File: config.mk
export PLATFORM = sky130hd
export DESIGN_NAME = pbus_xbar_flat
export DESIGN_NICKNAME = d
export VERILOG_FILES = /design/src/rtl/pbus_xbar_if.sv /design/src/rtl/pbus_xbar.sv /design/src/flat_wrapper.sv
export SDC_FILE = /design/constraint.sdc
export NUM_CORES = 1
export LEC_CHECK = 0
export ABC_AREA = 1
export CAP_MARGIN = 5
export CORE_AREA = 2 2 148 150
export CTS_BUF_LIST = sky130_fd_sc_hd__clkbuf_4 sky130_fd_sc_hd__clkbuf_8
export DETAILED_ROUTE_END_ITERATION = 8
export DIE_AREA = 0 0 150 152
export PLACE_DENSITY = 0.88
export SLEW_MARGIN = 10
export SYNTH_ARGS = -nofsm -noshare
export SYNTH_HDL_FRONTEND = slang
export SYNTH_SLANG_ARGS = --single-unit
File: constraint.sdc
create_clock -name clk -period 7.65 [get_ports clk]
set_clock_uncertainty 0.05 [all_clocks]
set_input_delay 1.1475 -clock clk [delete_from_list [all_inputs] [get_ports clk]]
set_output_delay 1.1475 -clock clk [all_outputs]
set_load 0.1 [all_outputs]
File: src/rtl/pbus_xbar_if.sv
// Peripheral bus signal bundle. N is the number of request/response lanes:
// 1 on the master side, SLAVE_CNT on the slave fan-out side.
interface pbus_xbar_if #(
    parameter int XLEN      = 32,
    parameter int BUS_WIDTH = 32,
    parameter int ACC_W     = 2,
    parameter int N         = 1
);
    logic [N-1:0]           req;
    logic [XLEN-1:0]        addr;
    logic                   w_rb;
    logic [ACC_W-1:0]       acc;
    logic [BUS_WIDTH-1:0]   wdata;
    logic [N-1:0]           resp;
    logic [N*BUS_WIDTH-1:0] rdata;

    modport master (output req, addr, w_rb, acc, wdata, input  resp, rdata);
    modport slave  (input  req, addr, w_rb, acc, wdata, output resp, rdata);
endinterface

File: src/rtl/pbus_xbar.sv
// Single-master peripheral crossbar: address decode, response routing,
// wait timeout and halt handling with one-cycle fault reporting.
//
// state | meaning
// IDLE  | ready; request decoded and forwarded in the same cycle
// WAIT  | request forwarded, waiting on the selected slave
// HOLD  | response captured during halt, delivered once halt drops
// ERR   | fault cycle: bus_fault and an empty response to the master
module pbus_xbar #(
    parameter int XLEN        = 32,
    parameter int BUS_WIDTH   = 32,
    parameter int BUS_ACC_CNT = 3,
    parameter int SLAVE_CNT   = 5,
    parameter logic [XLEN-1:0] RST_BASE  = 32'h1000_0000,
    parameter logic [XLEN-1:0] TMR_BASE  = 32'h1000_1000,
    parameter logic [XLEN-1:0] GPIO_BASE = 32'h1000_2000,
    parameter logic [XLEN-1:0] UART_BASE = 32'h1000_3000,
    parameter logic [XLEN-1:0] EIC_BASE  = 32'h1000_4000,
    parameter logic [SLAVE_CNT*XLEN-1:0] SLAVE_BASE =
        {RST_BASE, TMR_BASE, GPIO_BASE, UART_BASE, EIC_BASE},
    parameter logic [SLAVE_CNT*8-1:0] SLAVE_SPAN = {5{8'd12}},
    parameter int TIMEOUT     = 255
) (
    input  logic            clk,
    input  logic            rst,
    pbus_xbar_if.slave      m,
    pbus_xbar_if.master     s,
    output logic            bus_fault,
    output logic [XLEN-1:0] bus_fault_addr,
    output logic [1:0]      bus_fault_cause,
    input  logic            bus_halt
);
    localparam int SEL_W = (SLAVE_CNT > 1) ? $clog2(SLAVE_CNT) : 1;
    localparam int CNT_W = $clog2(TIMEOUT + 2) + 1;

    typedef enum logic [1:0] {IDLE, WAIT, HOLD, ERR} state_t;

    state_t                 state;
    logic [SEL_W-1:0]       sel;
    logic [SEL_W-1:0]       hit_idx;
    logic [SLAVE_CNT-1:0]   hit;
    logic [XLEN-1:0]        mask;
    logic [XLEN-1:0]        addr_q;
    logic [CNT_W-1:0]       cnt;
    logic [BUS_WIDTH-1:0]   rdata_q;
    logic [BUS_WIDTH-1:0]   hold_q;
    logic [BUS_WIDTH-1:0]   issue_data;
    logic [BUS_WIDTH-1:0]   sel_data;
    logic [BUS_WIDTH-1:0]   deliver_data;
    logic                   hit_any;
    logic                   issue;
    logic                   miss;
    logic                   issue_resp;
    logic                   wait_resp;
    logic                   deliver;
    logic                   timed_out;

    always_comb begin
        hit  = '0;
        mask = '0;
        for (int i = 0; i < SLAVE_CNT; i++) begin
            mask   = ~((XLEN'(1) << SLAVE_SPAN[i*8 +: 8]) - XLEN'(1));
            hit[i] = (m.addr & mask) == SLAVE_BASE[i*XLEN +: XLEN];
        end
        hit_idx = '0;
        for (int i = SLAVE_CNT - 1; i >= 0; i--)
            if (hit[i]) hit_idx = SEL_W'(i);
    end

    assign hit_any    = |hit;
    assign issue      = !rst && state == IDLE && m.req[0] && !bus_halt && hit_any;
    assign miss       = state == IDLE && m.req[0] && !bus_halt && !hit_any;
    assign issue_data = s.rdata[hit_idx*BUS_WIDTH +: BUS_WIDTH];
    assign sel_data   = s.rdata[sel*BUS_WIDTH +: BUS_WIDTH];
    assign issue_resp = issue && s.resp[hit_idx];
    assign wait_resp  = state == WAIT && s.resp[sel];

    // cnt counts WAIT cycles after the request cycle; the +2 makes the fault
    // cycle land exactly TIMEOUT cycles after the request.
    assign timed_out  = (TIMEOUT > 0) && (int'(cnt) + 2 >= TIMEOUT);

    assign deliver = !rst && !bus_halt &&
                     (issue_resp || wait_resp || state == HOLD || state == ERR);

    always_comb begin
        case (state)
            ERR:     deliver_data = '0;
            HOLD:    deliver_data = hold_q;
            WAIT:    deliver_data = sel_data;
            default: deliver_data = issue_data;
        endcase
    end

    assign s.req     = issue ? (SLAVE_CNT'(1) << hit_idx) : '0;
    assign s.addr    = m.addr;
    assign s.w_rb    = m.w_rb;
    assign s.acc     = m.acc;
    assign s.wdata   = m.wdata;
    assign m.resp[0] = deliver;
    assign m.rdata   = deliver ? deliver_data : rdata_q;
    assign bus_fault = !rst && !bus_halt && state == ERR;

    always_ff @(posedge clk or posedge rst) begin
        if (rst) begin
            state           <= IDLE;
            sel             <= '0;
            cnt             <= '0;
            addr_q          <= '0;
            rdata_q         <= '0;
            hold_q          <= '0;
            bus_fault_addr  <= '0;
            bus_fault_cause <= 2'b00;
        end else begin
            if (deliver) rdata_q <= deliver_data;
            case (state)
                IDLE: begin
                    if (issue) begin
                        sel    <= hit_idx;
                        cnt    <= '0;
                        addr_q <= m.addr;
                        if (!issue_resp) state <= WAIT;
                    end else if (miss) begin
                        bus_fault_addr  <= m.addr;
                        bus_fault_cause <= 2'b01;
                        state           <= ERR;
                    end
                end
                WAIT: begin
                    if (s.resp[sel]) begin
                        if (bus_halt) begin
                            hold_q <= sel_data;
                            state  <= HOLD;
                        end else begin
                            state  <= IDLE;
                        end
                    end else if (timed_out) begin
                        // counter stays frozen while a halt defers the fault
                        if (!bus_halt) begin
                            bus_fault_addr  <= addr_q;
                            bus_fault_cause <= 2'b10;
                            state           <= ERR;
                        end
                    end else begin
                        cnt <= cnt + 1'b1;
                    end
                end
                HOLD: if (!bus_halt) state <= IDLE;
                ERR:  if (!bus_halt) state <= IDLE;
                default: state <= IDLE;
            endcase
        end
    end
endmodule

File: src/flat_wrapper.sv
// flat-port wrapper written by rule: the top's interface ports become plain ports
module pbus_xbar_flat 
#(
    parameter int XLEN        = 32,
    parameter int BUS_WIDTH   = 32,
    parameter int BUS_ACC_CNT = 3,
    parameter int SLAVE_CNT   = 5,
    parameter logic [XLEN-1:0] RST_BASE  = 32'h1000_0000,
    parameter logic [XLEN-1:0] TMR_BASE  = 32'h1000_1000,
    parameter logic [XLEN-1:0] GPIO_BASE = 32'h1000_2000,
    parameter logic [XLEN-1:0] UART_BASE = 32'h1000_3000,
    parameter logic [XLEN-1:0] EIC_BASE  = 32'h1000_4000,
    parameter logic [SLAVE_CNT*XLEN-1:0] SLAVE_BASE =
        {RST_BASE, TMR_BASE, GPIO_BASE, UART_BASE, EIC_BASE},
    parameter logic [SLAVE_CNT*8-1:0] SLAVE_SPAN = {5{8'd12}},
    parameter int TIMEOUT     = 255
)
  (clk, rst, bus_fault, bus_fault_addr, bus_fault_cause, bus_halt, m_req, m_addr, m_w_rb, m_acc, m_wdata, m_resp, m_rdata, s_req, s_addr, s_w_rb, s_acc, s_wdata, s_resp, s_rdata);
  pbus_xbar_if #(.XLEN(XLEN), .BUS_WIDTH(BUS_WIDTH), .ACC_W(2), .N(1)) m_i ();
  pbus_xbar_if #(.XLEN(XLEN), .BUS_WIDTH(BUS_WIDTH), .ACC_W(2), .N(5)) s_i ();
  input  logic clk;
  input  logic rst;
  output logic bus_fault;
  output logic [XLEN-1:0] bus_fault_addr;
  output logic [1:0] bus_fault_cause;
  input  logic bus_halt;
  input wire logic [$bits(m_i.req)-1:0] m_req;
  input wire logic [$bits(m_i.addr)-1:0] m_addr;
  input wire logic [$bits(m_i.w_rb)-1:0] m_w_rb;
  input wire logic [$bits(m_i.acc)-1:0] m_acc;
  input wire logic [$bits(m_i.wdata)-1:0] m_wdata;
  output wire logic [$bits(m_i.resp)-1:0] m_resp;
  output wire logic [$bits(m_i.rdata)-1:0] m_rdata;
  output wire logic [$bits(s_i.req)-1:0] s_req;
  output wire logic [$bits(s_i.addr)-1:0] s_addr;
  output wire logic [$bits(s_i.w_rb)-1:0] s_w_rb;
  output wire logic [$bits(s_i.acc)-1:0] s_acc;
  output wire logic [$bits(s_i.wdata)-1:0] s_wdata;
  input wire logic [$bits(s_i.resp)-1:0] s_resp;
  input wire logic [$bits(s_i.rdata)-1:0] s_rdata;
  assign m_i.req = m_req;
  assign m_i.addr = m_addr;
  assign m_i.w_rb = m_w_rb;
  assign m_i.acc = m_acc;
  assign m_i.wdata = m_wdata;
  assign m_resp = m_i.resp;
  assign m_rdata = m_i.rdata;
  assign s_req = s_i.req;
  assign s_addr = s_i.addr;
  assign s_w_rb = s_i.w_rb;
  assign s_acc = s_i.acc;
  assign s_wdata = s_i.wdata;
  assign s_i.resp = s_resp;
  assign s_i.rdata = s_rdata;
  pbus_xbar #(.XLEN(XLEN), .BUS_WIDTH(BUS_WIDTH), .BUS_ACC_CNT(BUS_ACC_CNT), .SLAVE_CNT(SLAVE_CNT), .RST_BASE(RST_BASE), .TMR_BASE(TMR_BASE), .GPIO_BASE(GPIO_BASE), .UART_BASE(UART_BASE), .EIC_BASE(EIC_BASE), .SLAVE_BASE(SLAVE_BASE), .SLAVE_SPAN(SLAVE_SPAN), .TIMEOUT(TIMEOUT)) u_core (.clk(clk), .rst(rst), .m(m_i), .s(s_i), .bus_fault(bus_fault), .bus_fault_addr(bus_fault_addr), .bus_fault_cause(bus_fault_cause), .bus_halt(bus_halt));
endmodule
==> results.md <==
- GRT Total Usage: 35.1%
- First DRT Iteration DRCs: 1354
- Root buffer cell: clkbuf_8
- Antenna violations before repair: 8
- Setup slack after layout: 1.42 ns
- Netlist Area Pre-Place: 10700 sq um
- Final Slew Violations: 0
- Sequential area share after synthesis: 34.1%
- CTS tree: yes
- DRC: 0
- Hold Violations, Final: 0
- Largest net degree at the start of global routing: 74
- RSZ-0062 raised after global routing: no
- Maximum buffer depth of the clock tree: 2
- Mapped Nets: 1889
- Hpwl dp: 28.5 mm
- Outcome: finished clean
- Die Area: 22800 sq um
- Antenna-violating nets left: 0
- VDD IR max: 0.371 mV
- Finished Core Util: 65.1%
- Post-synth EDFFs: 0
- Slew HR: 19.4%
- Crit start category: primary input
- CP cell instances: clkdlybuf4s50_1 -> nor2_1 -> nand2_1 -> nor2_1 -> nand3_4 -> inv_2 -> nand2_2 -> nand2_2 -> nand2_2 -> nand2_4 -> nand2_4 -> nand2_1 -> nand2_1 -> buf_12
- CP Data Arrival Time: 5.04 ns
- Max Freq: 160 MHz
- Worst-Margin Slew: 1.21 ns
- Crit-path max cell delay: 0.68 ns
- DRT Wirelength: 40.3 mm
- CTS Buf Count: 17
- Total leakage power: 6.68 nW
- Width of the die: 150 um
- CP max FO: 35
- Initial Util: 49.9%
- Post-synth top cells: 601 x nand2_1, 257 x nand3_1, 145 x dfrtp_1
- Final nets: 2045
- Vias post-DR: 12291
- Post-synthesis sequential element count: 145
- Grt ovf: 0
- Required time of the worst setup path: 6.45 ns
- PostCTS Resize Cnt: 0
- Synth area leader: dfrtp_1
- Main synth FF type: dfrtp_1
- H-tree levels: 4
- Vias in the first global route: 11815
- Hold slack: 0.430 ns
- Fin Setup TNS: 0 ns
- Syn_area_per_cell: 6.46 sq um
- Syn-to-layout area delta: 30.4%
- Reg clk slew, reported paths: 0.09 ns
- # hold bufs at CTS: 0
- Final worst-path cycle share: 81.5%
- Worst Path Buf+Inv: 3
- First-pass GRT wire length: 63.2 mm
- Worst-Skew Late Latency: 0.47 ns
- Worst Setup End Kind: output port
- IO Count: 376
- Synth top area share: 34.1%
- FFs w/ async S/R, synth: 100%
- Die Span Y: 152 um
- Hold Crit Class: flip-flop to flip-flop
- WS Path Type: primary input to output port
- Final Setup Violations: 0
- Yosys warns: 0
- Post-synthesis cell type count: 35
- PortBufs: 305
- Post-Synthesis Cells: 1649
- RD Place Congestion: 0.997
- Slowest CP cell: inv_2
- Layout cells sized above 1: 7.10%
- Placement row count: 54
- First-pass detailed-route iteration total: 8
- Core area: 21400 sq um
- Place WS: 1.45 ns
- Via density: 5.83
- Post-CTS Setup Inserts: 0
- Max-cap violation count: 0
- CTS Sinks: 145
- Cell family with most CP delay: simple AND/OR/NAND/NOR gates
- Avg WL per Cell: 19.1 um
- Crit path time final: 6.23 ns
- Synth area leaders: dfrtp_1 34%, nand2_1 21%, nand3_1 12%, buf_4 5.0%, nand4_1 4.1%
- Pwr per Cell Area: 364 nW/um^2
- Count leader, synth: nand2_1
[report_power, final]
group / switching (mW) / internal, mW / leakage [nW]
registers: 0.130 / 1.02 / 1.75
clock network: 0.380 / 0.281 / 0.209
logic: 2.34 / 0.898 / 4.72
[registers in the layout, indices dropped and copies added, names as in the netlist]
signal	cells
u_core.cnt	10
u_core.sel	3
u_core.addr_q	32
u_core.hold_q	32
u_core.state	2
u_core.rdata_q	32
u_core.bus_fault_addr	32
u_core.bus_fault_cause	2
[final timing paths]
| path | from | to | slack, ns | depth (start not counted) |
|---|---|---|---|---|
| hold reg to reg | u_core.bus_fault_addr[29]$_DFFE_PP0P_ | u_core.bus_fault_addr[29]$_DFFE_PP0P_ | 0.43 | 2 |
| setup / recovery | m_addr[16] | m_rdata[30] | 1.42 | 14 |
| setup reg to reg | u_core.state[0]$_DFFE_PP0P_ | u_core.bus_fault_cause[1]$_DFFE_PP0P_ | 3.68 | 10 |
| hold / removal | u_core.bus_fault_addr[29]$_DFFE_PP0P_ | u_core.bus_fault_addr[29]$_DFFE_PP0P_ | 0.43 | 2 |
| max in group asynchronous | rst | u_core.rdata_q[1]$_DFF_PP0_ | 4.85 | 3 |
| min in group asynchronous | rst | u_core.sel[0]$_DFFE_PP0N_ | 1.28 | 2 |
[area by class of cell]
type                    instances  area (sq um)
diodes                          9          22.5
clock buffers                  17           234
clock inverters                15           181
fillers                      1908          7460
inverters                     108           410
multi-input cells            1215          5600
flip-flops and latches        145          3630
well taps                     280           350
repair buffers                318          3460
[kinds of logic (layout without fill, tap and decap cells)]
logic type | Yosys count | count (layout) | synth area share (%)
buf+inv | 289 | 458 | 13.5
flops | 145 | 145 | 34.1
xor+xnor | 6 | 6 | 0.493
compound gates | 177 | 177 | 9.15
other cells | 0 | 9 | 0
simple gates | 1028 | 1028 | 42.3
fa+ha+maj | 4 | 4 | 0.470
[per-stage QoR]
step / area, sq um / cells / power, mW
finish: 13900 / 2107 / 5.05
global route: 13900 / 2104 / 5.28
global placement: 13500 / 2066 / 4.33
floorplan: 10700 / 1649 / 3.46
CTS: 13900 / 2098 / 5.04
detailed placement: 13500 / 2066 / 4.39
[placed cells by master (no fill, tap or decap), drive strengths merged, types with 2 or more instances in the layout]
| cell type | synthesis | routed |
|---|---|---|
| a31oi | 27 | 27 |
| clkinv | 1 | 3 |
| xor2 | 6 | 6 |
| a32o | 6 | 6 |
| inv | 107 | 118 |
| nand4 | 69 | 69 |
| nand2 | 610 | 610 |
| dfrtp | 145 | 145 |
| a21boi | 6 | 6 |
| o21ai | 74 | 74 |
| diode | 0 | 9 |
| nand3 | 262 | 262 |
| clkbuf | 53 | 17 |
| clkdlybuf4s50 | 0 | 268 |
| ha | 4 | 4 |
| nor2 | 77 | 77 |
| a21oi | 63 | 63 |
| buf | 128 | 50 |
| or2 | 6 | 6 |
| nor3 | 2 | 2 |
[worst min-delay path, delay by kind of cell (launching register included)]
kind,cells,cell delay [ns]
DFF,1,0.35
and+or+nand+nor,2,0.11
[layer usage]
layer	global-route usage [%]	part of all wire, %	up-vias
li1	-	-	5662
met5	0	0.032	-
met3	8.86	12	153
met4	19.7	5.6	2
met1	43.4	36	5664
met2	55.7	47	810
Note: power is estimated with default switching activity, not from simulation.
